==> src/rtl/kb_tx_pkg.sv <==
// Shared types and constants for the keyboard/aux -> UART TX arbiter.
// The optional CR -> CR,LF expansion is enabled by the KB_TX_CRLF_EN macro.
package kb_tx_pkg;

    // Arbiter FSM states.
    typedef enum logic [1:0] {
        IDLE    = 2'd0,
        SEND    = 2'd1,
        SEND_LF = 2'd2
    } state_e;

    // Source identifiers; these are also the o_grant encoding.
    localparam logic [1:0] SRC_NONE = 2'b00;
    localparam logic [1:0] SRC_KB   = 2'b01;
    localparam logic [1:0] SRC_AUX  = 2'b10;

    // ASCII codes with special meaning to the arbiter.
    localparam logic [7:0] ASCII_NUL = 8'h00;
    localparam logic [7:0] ASCII_CR  = 8'h0D;
    localparam logic [7:0] ASCII_LF  = 8'h0A;

endpackage

==> src/rtl/kb_tx_stall_timer.sv <==
// Saturating counter of consecutive "UART full while holding a byte" cycles.
// o_stall is high once the count reaches STALL_MAX; clear has priority.
module kb_tx_stall_timer #(
    parameter int unsigned STALL_MAX = 100_000_000
) (
    input  logic i_clk,
    input  logic i_reset,
    input  logic i_clear,
    input  logic i_count,
    output logic o_stall
);

    localparam int unsigned CNT_W = $clog2(STALL_MAX + 1);
    localparam logic [CNT_W-1:0] CNT_MAX = CNT_W'(STALL_MAX);

    logic [CNT_W-1:0] count_reg;

    // Count blocked cycles, stop at CNT_MAX, drop back to zero on clear.
    always_ff @(posedge i_clk) begin
        if (i_reset || i_clear) begin
            count_reg <= '0;
        end else if (i_count && (count_reg != CNT_MAX)) begin
            count_reg <= count_reg + 1'b1;
        end
    end

    assign o_stall = (count_reg == CNT_MAX);

endmodule

==> src/rtl/kb_tx_arbiter.sv <==
// Round-robin arbiter feeding the UART TX FIFO from the keyboard ASCII path
// and an auxiliary valid/ready byte source. A source is popped only from IDLE,
// the byte is parked in hold_reg and written once the UART has room.
// Optional feature macro: KB_TX_CRLF_EN (keyboard CR is sent as CR then LF).
module kb_tx_arbiter
    import kb_tx_pkg::*;
#(
    parameter int unsigned STALL_MAX = 100_000_000
) (
    input  logic       i_clk,
    input  logic       i_reset,
    input  logic       i_kb_buf_empty,
    input  logic [7:0] i_kb_ascii,
    output logic       o_rd_key_code,
    input  logic       i_aux_valid,
    input  logic [7:0] i_aux_data,
    output logic       o_aux_ready,
    input  logic       i_tx_full,
    output logic       o_wr_uart,
    output logic [7:0] o_wr_data,
    output logic       o_stall,
    output logic [1:0] o_grant
);

    localparam logic [1:0] ST_IDLE    = IDLE;
    localparam logic [1:0] ST_SEND    = SEND;
    localparam logic [1:0] ST_SEND_LF = SEND_LF;

    logic [1:0] state_reg,   state_next;
    logic [7:0] hold_reg,    hold_next;
    logic [1:0] owner_reg,   owner_next;
    logic [1:0] rr_last_reg, rr_last_next;

    logic in_idle;
    logic busy;
    logic lf_phase;
    logic pick_kb;
    logic pick_aux;
    logic write_en;
    logic stall_raw;

    // Arbitration and write qualification; pops never look at i_tx_full.
    always_comb begin
        in_idle  = (state_reg == ST_IDLE);
        lf_phase = (state_reg == ST_SEND_LF);
        busy     = (state_reg == ST_SEND) || lf_phase;
        pick_kb  = in_idle && !i_kb_buf_empty
                   && (!i_aux_valid || (rr_last_reg == SRC_AUX));
        pick_aux = in_idle && i_aux_valid && !pick_kb;
        write_en = busy && !i_tx_full;
    end

    // Next-state logic: latch the winner, hold until the UART accepts it.
    always_comb begin
        state_next   = state_reg;
        hold_next    = hold_reg;
        owner_next   = owner_reg;
        rr_last_next = rr_last_reg;
        case (state_reg)
            ST_IDLE: begin
                if (pick_kb) begin
                    rr_last_next = SRC_KB;
                    // Unmapped keys are popped and dropped without a write.
                    if (i_kb_ascii != ASCII_NUL) begin
                        hold_next  = i_kb_ascii;
                        owner_next = SRC_KB;
                        state_next = ST_SEND;
                    end
                end else if (pick_aux) begin
                    rr_last_next = SRC_AUX;
                    hold_next    = i_aux_data;
                    owner_next   = SRC_AUX;
                    state_next   = ST_SEND;
                end
            end
            ST_SEND: begin
                if (!i_tx_full) begin
                    state_next = ST_IDLE;
`ifdef KB_TX_CRLF_EN
                    if ((owner_reg == SRC_KB) && (hold_reg == ASCII_CR)) begin
                        state_next = ST_SEND_LF;
                    end
`endif
                end
            end
`ifdef KB_TX_CRLF_EN
            ST_SEND_LF: begin
                if (!i_tx_full) begin
                    state_next = ST_IDLE;
                end
            end
`endif
            default: begin
                state_next = ST_IDLE;
            end
        endcase
    end

    // State registers; rr_last starts at aux so the keyboard wins the first tie.
    always_ff @(posedge i_clk) begin
        if (i_reset) begin
            state_reg   <= ST_IDLE;
            hold_reg    <= ASCII_NUL;
            owner_reg   <= SRC_NONE;
            rr_last_reg <= SRC_AUX;
        end else begin
            state_reg   <= state_next;
            hold_reg    <= hold_next;
            owner_reg   <= owner_next;
            rr_last_reg <= rr_last_next;
        end
    end

    kb_tx_stall_timer #(
        .STALL_MAX (STALL_MAX)
    ) u_stall_timer (
        .i_clk   (i_clk),
        .i_reset (i_reset),
        .i_clear (!busy || write_en),
        .i_count (busy && i_tx_full),
        .o_stall (stall_raw)
    );

    // Outputs are forced low while reset is asserted.
    assign o_rd_key_code = pick_kb  && !i_reset;
    assign o_aux_ready   = pick_aux && !i_reset;
    assign o_wr_uart     = write_en && !i_reset;
    assign o_wr_data     = i_reset  ? ASCII_NUL : (lf_phase ? ASCII_LF : hold_reg);
    assign o_stall       = stall_raw && !i_reset;
    assign o_grant       = (busy && !i_reset) ? owner_reg : SRC_NONE;

endmodule

==> config.mk <==
export PLATFORM = sky130hd
export DESIGN_NAME = kb_tx_arbiter
export DESIGN_NICKNAME = d
export VERILOG_FILES = /design/src/rtl/kb_tx_pkg.sv /design/src/rtl/kb_tx_stall_timer.sv /design/src/rtl/kb_tx_arbiter.sv
export SDC_FILE = /design/constraint.sdc
export NUM_CORES = 1
export LEC_CHECK = 0
export CAP_MARGIN = 10
export CORE_ASPECT_RATIO = 0.9
export CORE_MARGIN = 2
export CORE_UTILIZATION = 62
export DETAILED_ROUTE_END_ITERATION = 16
export DONT_BUFFER_PORTS = 1
export PLACE_DENSITY = 0.78
export SKIP_LAST_GASP = 1
export SYNTH_ARGS = -nofsm -noshare
export SYNTH_HDL_FRONTEND = slang
export SYNTH_SLANG_ARGS = --single-unit
==> constraint.sdc <==
create_clock -name i_clk -period 2.6 [get_ports i_clk]
set_input_delay 0.39 -clock i_clk [delete_from_list [all_inputs] [get_ports i_clk]]
set_output_delay 0.39 -clock i_clk [all_outputs]
set_load 0.05 [all_outputs]
==> impl_summary.log <==
INFO  metric worst-slew-pin-transition = about 0.85 ns
INFO  metric critPathLaunch = u_stall_timer.count_reg[8]
INFO  metric cts-buffers-inserted = 5
INFO  metric grt_pass1_wl = 7570 um
INFO  metric drt_iter0_markers = 164
INFO  metric arrival = approximately 2.1 ns
INFO  metric tritoncts = done
INFO  metric fp.dieW = roughly 65 um
INFO  metric rsz0062_at_grt = false
INFO  metric drt_first_pass_iters = 4
INFO  metric worst_slew_margin_rel = 43.1%
INFO  metric area_used_by_sequential_logic_in_the_layout = 801 um^2
INFO  metric async_flop_share = 0%
INFO  metric avgRoutedWirePerCell = ~16 um
INFO  metric multiInputGateArea = roughly 1200 um^2
INFO  metric setup_viol = 0
INFO  metric timing.hold.worst.start = i_reset
INFO  metric synthFlopType = dfxtp_1
INFO  metric static-leakage-power = 0.837 nW
INFO  metric cp.depth = 4
INFO  metric ys_warn_count = 0
INFO  metric core_area = 3110 um^2
INFO  metric worst_setup_end_kind = primary output
INFO  metric clock_sinks = 40
INFO  metric rr_worst_depth = 5
INFO  metric num-nets-final = 268
INFO  metric final.period_utilization = between 90% and 100%
INFO  metric finalClockSkew = 0.00962 ns
INFO  metric power.density_cell_area = 543 nW/um^2
INFO  metric timing.critical_path.from_type = register
INFO  metric grt_antenna_before_repair = 0
INFO  metric fraction_of_the_yosys_area_taken_by_sequential_cells = 38.8%
INFO  metric io_buffer_count = 0
INFO  metric drt_wl_total = around 4500 um
INFO  metric grt_usage = between 20% and 30%
INFO  metric postSynthRegisterBits = 40
INFO  metric grt_overflow = 0
INFO  metric fillcell_total = roughly 240
INFO  metric floorplan.die_area = around 3800 um^2
INFO  metric worst_r2r_startpoint = u_stall_timer.count_reg[0]
INFO  metric syn-cell-area = a little over 2000 um^2
INFO  metric largest_register_ffs = 27
INFO  metric clkLatencyLatePin = ~0.30 ns
INFO  metric place_congestion = about 0.88
INFO  metric netlist-cell-type-count = 48
INFO  metric floorplan.die.height = 58.7 um
INFO  metric post_drt_via_cell_ratio = between 6 and 7
INFO  metric first_global_vias = 1641
INFO  metric finalWorstSetupSlack = ~0.086 ns
INFO  metric synthesis.instances = 237
INFO  metric ctsLongestPathBuffers = 2
INFO  metric maxClockFrequency = slightly below 400 MHz
INFO  metric post_dp_cell_area = 2190 um^2
INFO  metric initial_core_utilization = between 60 and 70%
INFO  metric hp_class = input pin to register
INFO  metric cp_num_buf_inv = 1
INFO  metric final_area = 2290 um^2
INFO  metric grt_max_degree = 24
INFO  metric postRouteAntennaNets = 0
INFO  metric setup.reg_to_reg.worst_slack = 0.55 ns
INFO  metric drive_above_1_share = 13.5%
INFO  metric timing.max_cap.violations = 0
INFO  metric route.layer.met1.wl = 2160 um
INFO  metric place.detailed.instances = 280
INFO  metric h-tree-depth = 2
INFO  metric pre_cts_worst_setup_slack = approximately 0.39 ns
INFO  metric antenna-diode-count = 0
INFO  metric fin_setup_tns = 0 ns
INFO  metric num_rows = 19
INFO  metric syn-num-nets = 260
INFO  metric outcome = completed
INFO  metric critical_path.cell_chain = or4b_2 > nor4_4 > and3_1 > buf_12
INFO  metric worst_hold_path.num_cells = 1
INFO  metric finalCriticalPeriod = 2.51 ns
INFO  metric report.final.hold_viol_count = 0
INFO  metric cts-hold-fix-buffers = 0
INFO  metric drv_slew = 0
INFO  metric root_buffer_master = clkbuf_8
INFO  metric critical-path-slowest-cell = or4b_2
INFO  metric design.portCount = 35
INFO  metric detailroute.wirelength.met3 = 211 um
INFO  metric synth_enable_flop_cells = 0
INFO  metric worstPathRequired = 2.21 ns
INFO  metric vdd.ir_drop.worst = ~0.00038 V
INFO  metric top_layer_used = met4
INFO  metric timing.critical_path.slowest_cell_delay = 0.65 ns
INFO  metric instances_no_fill = 287
INFO  metric cp_top_family = simple AND/OR/NAND/NOR gates
INFO  metric post_synth.cell_area_avg = 8.71 um^2
INFO  metric setup.worst_path.class = register to primary output
INFO  metric wl_met2 = 2070 um
INFO  metric vias = 1816
INFO  metric power.total = 1.24 mW
INFO  metric remaining_drc_errors = 0
INFO  metric post-dp-hpwl = 3230 um
INFO  metric synthToLayoutAreaGrowth = 11.2%
INFO  metric clkTransAtPathRegs = 0.07 ns
INFO  metric crit_fanout = 5
[final timing paths]
check | to
setup / recovery | o_stall
hold / removal | hold_reg[1]
setup reg to reg | u_stall_timer.count_reg[22]
hold reg to reg | owner_reg[1]
[cell usage in the layout, fill, tap and decap left out, drive strengths merged, types with 2 or more instances in the layout]
master / n
mux2i: 8
or2: 2
a21oi: 24
buf: 14
o41ai: 2
nor4: 5
nor2b: 9
or4b: 2
ha: 2
a31oi: 2
a21o: 2
nand2: 9
or3: 4
inv: 8
dfxtp: 40
nand2b: 2
nor4bb: 2
nor2: 16
and4: 2
a311oi: 8
xor2: 5
a41o: 2
nand4: 9
xnor2: 6
o31ai: 5
and3: 9
or4: 8
o21ai: 7
nor3: 2
nand3: 11
clkbuf: 7
[worst register-to-register path: stages, from the launching register on]
cell and delay, ns:
dfxtp_1 0.44, ha_1 0.25, nand3_1 0.14, or4_4 0.51, or4_1 0.49, a21oi_1 0.15
[cells in the mapped netlist (all sizes together) (4+ instances only)]
master	number	area share (%)
nor4	5	1.8
nor2	16	2.9
mux2i	8	3.9
o31ai	5	1.8
nand2	9	1.6
xor2	5	2.1
nand3	11	2.7
or4	8	3.1
o21ai	7	1.7
or3	4	1.3
nand4	9	3.5
clkbuf	11	2.0
inv	8	1.5
xnor2	6	2.5
a311oi	8	3.4
a21oi	24	5.8
and3	9	2.7
nor2b	9	2.7
dfxtp	40	39
[timing repair]
| item | in CTS | in global routing |
|---|---|---|
| setup endpoints to repair | 0 | 1 |
| gates resized for setup | 0 | 1 |
| buffers inserted | 0 | 0 |
[kinds of logic after synthesis]
logic type	after synthesis	share of synthesized area [%]
compound gates	57	18.1
fa+ha+maj	2	1.21
mux	8	3.88
flops	40	38.8
xor+xnor	11	4.67
simple gates	98	29.2
buf+inv	21	4.18
[per-layer routing]
metal,vias up,GRT usage [%]
li1,905,-
met1,865,34.3
met2,40,40.6
met3,6,8.99
met4,0,9.73
met5,-,0
[where the power goes]
group / internal, mW / switching (mW)
sequential: 0.636 / 0.0142
clock: 0.236 / 0.202
combinational: 0.0588 / 0.0979
total: 0.931 / 0.314
[per-stage QoR]
step	hold slack [ns]	util [%]
finish	0.161	73.6
global route	0.134	73.6
CTS	0.147	73.4
detailed placement	0.468	70.3
global placement	0.463	70.3
floorplan	0.441	-
[area by class of cell]
class,instances,share of cell area (%)
clock buffer,7,4.20
tap,42,2.29
timing repair buffer,14,5.13
multi-input combinational,176,52.2
sequential,40,34.9
inverter,8,1.31
(Power assumes the default switching activity.)
